File: src/rtl/exu_lsu_ctrl.sv
// ---------------------------------------------------------------------------
// exu_lsu_ctrl
// Load/store controller sitting directly after the EX-stage AGU. It takes
// one memory request at a time and runs it on a req/gnt/rvalid data bus.
// While the access is outstanding it stalls the pipeline. Returned load
// data is aligned and extended, then handed to writeback. Misaligned or
// malformed requests are rejected without touching the bus. Bus errors are
// reported with the faulting byte address.
// ---------------------------------------------------------------------------
module exu_lsu_ctrl #(
  parameter int DATA_WIDTH = 32
) (
  input  logic                  i_clk,
  input  logic                  i_rst,
  // AGU request
  input  logic                  i_mem_wen,
  input  logic                  i_mem_ren,
  input  logic [31:0]           i_mem_addr,
  input  logic [DATA_WIDTH-1:0] i_mem_wdata,
  input  logic [3:0]            i_data_be,
  input  logic [2:0]            i_mem_type,
  input  logic                  i_load_unsigned,
  input  logic [4:0]            i_rd_idx,
  output logic                  o_lsu_stall,
  // data bus
  output logic                  o_bus_req,
  output logic                  o_bus_we,
  output logic [31:0]           o_bus_addr,
  output logic [DATA_WIDTH-1:0] o_bus_wdata,
  output logic [3:0]            o_bus_be,
  input  logic                  i_bus_gnt,
  input  logic                  i_bus_rvalid,
  input  logic [DATA_WIDTH-1:0] i_bus_rdata,
  input  logic                  i_bus_err,
  // writeback / exceptions
  output logic                  o_wb_valid,
  output logic [4:0]            o_wb_rd_idx,
  output logic [DATA_WIDTH-1:0] o_wb_data,
  output logic                  o_lsu_err,
  output logic [31:0]           o_err_addr
);

  localparam logic [1:0] ST_IDLE = 2'b00;
  localparam logic [1:0] ST_REQ  = 2'b01;
  localparam logic [1:0] ST_RESP = 2'b10;

  localparam logic [2:0] TYPE_WORD = 3'b001;
  localparam logic [2:0] TYPE_HALF = 3'b010;
  localparam logic [2:0] TYPE_BYTE = 3'b100;

  // Shift the addressed lane down to bit 0, then sign/zero-extend it to the
  // access size. Word accesses are always aligned, so their offset is zero.
  function automatic logic [31:0] load_align(
    input logic [31:0] rdata,
    input logic [1:0]  offset,
    input logic [2:0]  mem_type,
    input logic        is_unsigned
  );
    logic [31:0] shifted;
    logic [31:0] result;
    shifted = rdata >> {offset, 3'b000};
    case (mem_type)
      TYPE_BYTE: begin
        if (is_unsigned) begin
          result = {24'h00_0000, shifted[7:0]};
        end else begin
          result = {{24{shifted[7]}}, shifted[7:0]};
        end
      end
      TYPE_HALF: begin
        if (is_unsigned) begin
          result = {16'h0000, shifted[15:0]};
        end else begin
          result = {{16{shifted[15]}}, shifted[15:0]};
        end
      end
      default: result = shifted;
    endcase
    return result;
  endfunction

  logic [1:0]  state_r;
  logic [1:0]  state_nxt_s;

  logic        req_present_s;
  logic        type_onehot_s;
  logic        misaligned_s;
  logic        illegal_s;
  logic        accept_s;
  logic        reject_s;

  logic [31:0] addr_r;
  logic [2:0]  type_r;
  logic        unsigned_r;
  logic [4:0]  rd_r;
  logic        is_load_r;

  // Classify the incoming AGU request as legal or illegal.
  always_comb begin
    req_present_s = i_mem_wen | i_mem_ren;
    type_onehot_s = 1'b0;
    misaligned_s  = 1'b0;
    case (i_mem_type)
      TYPE_WORD: begin
        type_onehot_s = 1'b1;
        misaligned_s  = (i_mem_addr[1:0] != 2'b00);
      end
      TYPE_HALF: begin
        type_onehot_s = 1'b1;
        misaligned_s  = (i_mem_addr[1:0] == 2'b11);
      end
      TYPE_BYTE: begin
        type_onehot_s = 1'b1;
        misaligned_s  = 1'b0;
      end
      default: begin
        type_onehot_s = 1'b0;
        misaligned_s  = 1'b0;
      end
    endcase
    illegal_s = (i_mem_wen & i_mem_ren) | ~type_onehot_s | misaligned_s;
    accept_s  = (state_r == ST_IDLE) & req_present_s & ~illegal_s;
    reject_s  = (state_r == ST_IDLE) & req_present_s & illegal_s;
  end

  // Next-state logic for the IDLE -> REQ -> RESP sequence.
  always_comb begin
    state_nxt_s = state_r;
    case (state_r)
      ST_IDLE: begin
        if (accept_s) begin
          state_nxt_s = ST_REQ;
        end else begin
          state_nxt_s = ST_IDLE;
        end
      end
      ST_REQ: begin
        if (i_bus_gnt) begin
          state_nxt_s = ST_RESP;
        end else begin
          state_nxt_s = ST_REQ;
        end
      end
      ST_RESP: begin
        if (i_bus_rvalid) begin
          state_nxt_s = ST_IDLE;
        end else begin
          state_nxt_s = ST_RESP;
        end
      end
      default: state_nxt_s = ST_IDLE;
    endcase
  end

  // Pipeline stall: held from accept until the response arrives. It drops in
  // the rvalid cycle so the pipeline advances on that edge.
  always_comb begin
    o_lsu_stall = accept_s
                | (state_r == ST_REQ)
                | ((state_r == ST_RESP) & ~i_bus_rvalid);
  end

  // State register.
  always_ff @(posedge i_clk or posedge i_rst) begin
    if (i_rst) begin
      state_r <= ST_IDLE;
    end else begin
      state_r <= state_nxt_s;
    end
  end

  // Bus request outputs. They are loaded on accept and held until grant.
  always_ff @(posedge i_clk or posedge i_rst) begin
    if (i_rst) begin
      o_bus_req   <= 1'b0;
      o_bus_we    <= 1'b0;
      o_bus_addr  <= 32'h0000_0000;
      o_bus_wdata <= '0;
      o_bus_be    <= 4'b0000;
    end else begin
      case (state_r)
        ST_IDLE: begin
          if (accept_s) begin
            o_bus_req   <= 1'b1;
            o_bus_we    <= i_mem_wen;
            o_bus_addr  <= {i_mem_addr[31:2], 2'b00};
            o_bus_wdata <= i_mem_wdata;
            o_bus_be    <= i_mem_ren ? 4'b1111 : i_data_be;
          end
        end
        ST_REQ: begin
          if (i_bus_gnt) begin
            o_bus_req <= 1'b0;
          end
        end
        default: begin
          o_bus_req <= 1'b0;
        end
      endcase
    end
  end

  // Capture the request context needed to finish the access.
  always_ff @(posedge i_clk or posedge i_rst) begin
    if (i_rst) begin
      addr_r     <= 32'h0000_0000;
      type_r     <= 3'b000;
      unsigned_r <= 1'b0;
      rd_r       <= 5'd0;
      is_load_r  <= 1'b0;
    end else if (accept_s) begin
      addr_r     <= i_mem_addr;
      type_r     <= i_mem_type;
      unsigned_r <= i_load_unsigned;
      rd_r       <= i_rd_idx;
      is_load_r  <= i_mem_ren;
    end
  end

  // Writeback and error pulses. Each pulse lasts one cycle. Load data holds
  // its last value between completions.
  always_ff @(posedge i_clk or posedge i_rst) begin
    if (i_rst) begin
      o_wb_valid  <= 1'b0;
      o_wb_rd_idx <= 5'd0;
      o_wb_data   <= '0;
      o_lsu_err   <= 1'b0;
      o_err_addr  <= 32'h0000_0000;
    end else begin
      o_wb_valid <= 1'b0;
      o_lsu_err  <= 1'b0;
      if (reject_s) begin
        o_lsu_err  <= 1'b1;
        o_err_addr <= i_mem_addr;
      end else if ((state_r == ST_RESP) && i_bus_rvalid) begin
        if (i_bus_err) begin
          o_lsu_err  <= 1'b1;
          o_err_addr <= addr_r;
        end else if (is_load_r) begin
          o_wb_valid  <= 1'b1;
          o_wb_rd_idx <= rd_r;
          o_wb_data   <= load_align(i_bus_rdata, addr_r[1:0], type_r, unsigned_r);
        end
      end
    end
  end

  exu_lsu_ctrl_chk u_chk (
    .clk        (i_clk),
    .rst        (i_rst),
    .bus_req    (o_bus_req),
    .bus_gnt    (i_bus_gnt),
    .bus_addr   (o_bus_addr),
    .wb_valid   (o_wb_valid),
    .lsu_err    (o_lsu_err)
  );

endmodule

// ---------------------------------------------------------------------------
// exu_lsu_ctrl_chk
// Protocol properties of the load/store controller outputs.
// ---------------------------------------------------------------------------
module exu_lsu_ctrl_chk (
  input logic        clk,
  input logic        rst,
  input logic        bus_req,
  input logic        bus_gnt,
  input logic [31:0] bus_addr,
  input logic        wb_valid,
  input logic        lsu_err
);

  // A completion reports either a result or an error, never both.
  a_wb_err_excl: assert property (@(posedge clk) disable iff (rst)
    !(wb_valid && lsu_err));

  // An ungranted request stays up with a stable address.
  a_req_hold: assert property (@(posedge clk) disable iff (rst)
    (bus_req && !bus_gnt) |=> (bus_req && $stable(bus_addr)));

endmodule

File: config.mk
export PLATFORM = sky130hd
export DESIGN_NAME = exu_lsu_ctrl
export DESIGN_NICKNAME = d
export VERILOG_FILES = /design/src/rtl/exu_lsu_ctrl.sv
export SDC_FILE = /design/constraint.sdc
export NUM_CORES = 1
export LEC_CHECK = 0
export BUFFER_PORTS_ARGS = -buffer_cell sky130_fd_sc_hd__buf_2
export CAP_MARGIN = 20
export CORE_ASPECT_RATIO = 0.9
export CORE_MARGIN = 4
export CORE_UTILIZATION = 50
export DETAILED_ROUTE_END_ITERATION = 7
export PLACE_DENSITY = 0.79
export SLEW_MARGIN = 0
export SYNTH_ARGS = -nofsm -noshare
export SYNTH_HDL_FRONTEND = slang
export SYNTH_SLANG_ARGS = --single-unit
File: constraint.sdc
create_clock -name i_clk -period 7.5 [get_ports i_clk]
set_input_delay 0.375 -clock i_clk [delete_from_list [all_inputs] [get_ports i_clk]]
set_output_delay 0.375 -clock i_clk [all_outputs]
set_load 0.05 [all_outputs]
# Word level (Yosys, flattened, before mapping)
# Index checks and enable logic that the tools add are counted.
# word_totals
input_bits	116
elab_cells	75
register_bits	183
# op_classes
n_mux	23
n_eq_ne	10
n_bitwise	15
shifts	1
reduce_logical	10
# op_table
op	count
two-way mux 32 bit	5
one-hot mux 32 bit (2 select lines)	1
>> shifter 32 x 5 -> 32 bit	1
two-way mux 1 bit	11
equality test 3 x 2 -> 1 bit, second input constant	2
equality test 3 bit, second input constant	2
one-hot mux 2 bit (3 select lines)	1
AND reduction 2 bit	3
nonzero test 2 bit	3
bitwise AND 1 bit	5
NOT 1 bit	5
OR 1 bit	5
equality test 2 bit, second input constant	2
two-way mux 2 bit	2
two-way mux 4 bit	1
inequality test 2 bit, second input constant	2
one-hot mux 1 bit (2 select lines)	2
AND reduction 4 bit	1
equality test 3 x 1 -> 1 bit, second input constant	1
OR reduction 3 bit	1
equality test 2 x 1 -> 1 bit, second input constant	1
logical NOT 2 bit	1
logical AND 1 bit	1

# Longest topological paths before layout
# depth
word_depth	10
mapped_depth	6
ltp_nobuf	5

# Worst setup path after synthesis
# Ideal clock, no wire load.
# synth_timing
path_kind	input to output
from	input port i_mem_type[1]
to	output port o_lsu_stall
path_slack_ns	5.371
cell_stages	6
t_arrival_ns	1.754
path_buffers	2
path_cell_list	o31ai_1 -> nand2_1 -> nor3_1 -> buf_2 -> buf_4 -> nand3b_1
# synth_via
elab_chain_cells	10
elab_cells_between_ends	13
# synth_rtl
element	line	text
from (decl)	21	input logic [2:0] i_mem_type,
equality test 3 x 2 -> 1 bit (tied with other cells)	103	case (i_mem_type)
OR reduction 3 bit (no line)	n/a	
two-way mux 1 bit	103	
NOT 1 bit	121	illegal_s = (i_mem_wen & i_mem_ren) | ~type_onehot_s | misaligned_s;
OR 1 bit	121	
OR 1 bit (*)	121	
NOT 1 bit (*)	122	accept_s = (state_r == ST_IDLE) & req_present_s & ~illegal_s;
bitwise AND 1 bit (*)	122	
OR 1 bit (*)	159	| (state_r == ST_REQ)
OR 1 bit (*)	160	| ((state_r == ST_RESP) & ~i_bus_rvalid);
to (decl)	24	output logic o_lsu_stall,
# Mark *: on every way between the ends. The rest lies on a longest branch, timed or not.

# Final worst setup path
# layout_timing
from	register state_r[1]
to	output port o_lsu_stall
# layout_via
elab_chain_cells	5
elab_cells_between_ends	8
# layout_rtl
element	line	text
from (decl)	82	logic [1:0] state_r;
from (signal assigned)	168	state_r <= state_nxt_s;
logical NOT 2 bit	122	
bitwise AND 1 bit (2 in series)	122	
OR 1 bit	159	
OR 1 bit (*)	160	
# Marks and branches as above.

==> flow_summary.yaml <==
outcome:
  outcome: "finished clean"
die:
  die_w_um: 140
  ios: 258
  fp.dieH_um: 127
  dieArea_um2: 17900
  rows: 43
  initial_utilization_pct: 51.1
  core_um2: 15400
synth:
  yosysSeqAreaShare_pct: 58.0
  synth-seq-cells: 183
  postSynth.asyncResetShare_pct: 100
  synth.avg_cell_area_um2: 13.6
  synthTopCellsByArea: "dfrtp_1, mux2_2, nand2_1"
  synth_top_area_share_pct: 58.0
  yosysTopAreaCell: "dfrtp_1"
  ys_types: 35
  syn_area_um2: 7890
  synth.most_common_cell: "mux2_2"
  synthTopCellsByCount: "mux2_2, dfrtp_1, nand2_1, a21oi_1, nor2_1"
  yosys_most_used_dff: "dfrtp_1"
  synthCells: 580
  ys_warn_count: 0
  synth_enable_flop_cells: 0
sta:
  tightestPinTransition_ns: 1.04
  max_clock_freq_ghz: 0.346
  final-hold-violation-count: 0
  fin_crit_ns: 2.89
  rsz0062_at_grt: "no"
  timing.final.crit_share_pct: 38.5
  fin_ws_ns: 4.61
  clock_skew_ns: 0.00651
  final.setup.tns_ns: 0
  drv_slew: 0
  setup_viol: 0
  slew_headroom_pct: 30.3
worst_hold_path:
  min-delay-path-class: "input pin to flop"
clocking:
  cts_resized: 0
  clock_sinks: 183
  clock_latency_ns: 0.41
  root_buffer: "clkbuf_16"
  path_clk_slew_ns: 0.06
  clock_path_buffers: 2
  cts_made_buffers: 17
  htree_levels: 4
  cts_tree: "done"
pwr:
  fin_total_pwr_mw: 4.56
  ir_drop_v: 0.000305
  p_per_area_nw_per_um2: 459
  cellLeakagePower_nw: 4.83
critical_path:
  critical_path.top_delay_family: "buffers and inverters"
  critPathBufInv: 2
  cp-start-kind: "flop"
  crit_chain: "nor2_1 -> o21ai_0 -> nor3_2 -> buf_4 -> nand3b_1 -> buf_2"
  end_kind: "output pin"
  slowest_delay_ns: 0.72
  cp.required_ns: 7.12
  worstPathArrival_ns: 2.52
  worstSetupPathType: "flop to output pin"
  critPathSlowestCell: "buf_4"
  path_max_fanout: 72
global_routing:
  grt_use_met2_pct: 33.4
  track_usage_pct: 20.6
  busiest_layer: "met2"
  use_met3_pct: 7.07
  grt_overflow: 0
  grt_max_degree: 120
  grt_use_met1_pct: 26.4
  antenna_found_initial: 0
  grt_pass1_vias: 5623
  grt_pass1_wl_um: 29400
detailed_routing:
  viasPerCell: 5.21
  first_pass_iters: 4
  wl_per_cell_um: 17.6
  drcViolationCount: 0
  first_iter_violations: 228
  via_count: 5435
  wirelength_um: 18300
  ant_nets: 0
placement:
  gp_congestion: 0.819
  dpl_worst_slack_ns: 4.83
  port_buffers: 255
  dpl.hpwl_um: 12900
  dpl_cell_area_um2: 9280
final_layout:
  area_delta_synth_final_pct: 25.9
  nNetsFinal: 944
  drive_above_1_share_pct: 57.7
  nFillCells: 1236
  num_antenna_cells: 0
  final_area_um2: 9930
flow_run:
  max-cap-violations: 0
-- cell families (layout without fill, tap and decap cells) --
kind of cell	after synthesis	in the layout	share of synthesized area [%]
other	1	2	0.0475
multiplexers	199	199	28.3
AO/OA/AOI/OAI	67	67	5.44
AND/OR/NAND/NOR	85	85	5.06
flip-flops	183	183	58.0
XOR/XNOR	1	1	0.111
buffers and inverters	44	304	2.98
-- per-stage QoR --
stage	std cells	hold WS, ns	util (%)
floorplan	581	0.435	-
global placement	1008	0.442	60.1
detailed placement	1008	0.456	60.1
CTS	1040	0.146	63.9
global route	1043	0.162	64.3
finish	1043	0.169	64.3
-- power breakdown --
group / internal (mW) / total, mW / switching, mW
clock: 0.522 / 0.897 / 0.375
sequential: 1.36 / 1.58 / 0.219
combinational: 0.628 / 2.09 / 1.46
total: 2.51 / 4.56 / 2.05
-- routing by layer --
metal / part of all wire (%) / wire (um) / up-vias
met5: 0 / 0 / -
met4: 1.6 / 289 / 0
li1: - / - / 2546
met2: 49 / 8910 / 181
met3: 8.2 / 1510 / 20
met1: 42 / 7630 / 2688
-- path summary, 6_finish.rpt --
kind	startpoint	to	slack, ns	depth (start not counted)
worst max register to register	addr_r[1]	o_wb_data[22]	4.94	4
worst max-delay path	state_r[1]	o_lsu_stall	4.61	6
max in group asynchronous	i_rst	o_bus_wdata[11]	5.84	4
worst min-delay path	i_bus_gnt	state_r[0]	0.17	2
worst min register to register	rd_r[3]	o_wb_rd_idx[3]	0.47	2
min in group asynchronous	i_rst	o_bus_addr[17]	0.52	3
-- timing repair --
action,CTS,global route
hold buffers,0,1
setup buffers,0,0
endpoints found under the hold margin,0,41
-- layout make-up --
class	count	area, um^2	share of cell area [%]
tap	202	253	2.54
sequential	183	4580	46.1
multi-input combinational	354	3100	31.2
clock buffer	23	478	4.81
clock inverter	9	114	1.15
timing repair buffer	262	1370	13.8
inverter	10	42.5	0.428
-- state kept, by name (all words and copies together) (netlist names) --
| signal | flops |
|---|---|
| o_wb_valid | 1 |
| o_lsu_err | 1 |
| o_bus_we | 1 |
| addr_r | 32 |
| unsigned_r | 1 |
| o_err_addr | 32 |
| o_wb_data | 32 |
| o_bus_addr | 30 |
| o_wb_rd_idx | 5 |
| type_r | 3 |
| o_bus_wdata | 32 |
| state_r | 2 |
| is_load_r | 1 |
| o_bus_req | 1 |
| o_bus_be | 4 |
| rd_r | 5 |
-- cell usage in the layout, fill, tap and decap left out, types with 2 or more instances in the layout --
| cell type | instances |
|---|---|
| o21ai_0 | 19 |
| clkinv_2 | 2 |
| nand2_1 | 43 |
| clkbuf_1 | 3 |
| nor2_1 | 20 |
| clkbuf_16 | 17 |
| nand3b_1 | 3 |
| nor2b_1 | 2 |
| buf_2 | 255 |
| a22oi_1 | 16 |
| mux2i_1 | 14 |
| buf_4 | 4 |
| inv_1 | 9 |
| nand2b_1 | 9 |
| buf_16 | 2 |
| mux2_2 | 184 |
| dfrtp_1 | 183 |
| a21oi_1 | 23 |
| clkinvlp_4 | 2 |
| bufinv_16 | 2 |
| inv_6 | 3 |
| conb_1 | 2 |
| clkbuf_8 | 3 |
Power figures use the tool's default switching activity.
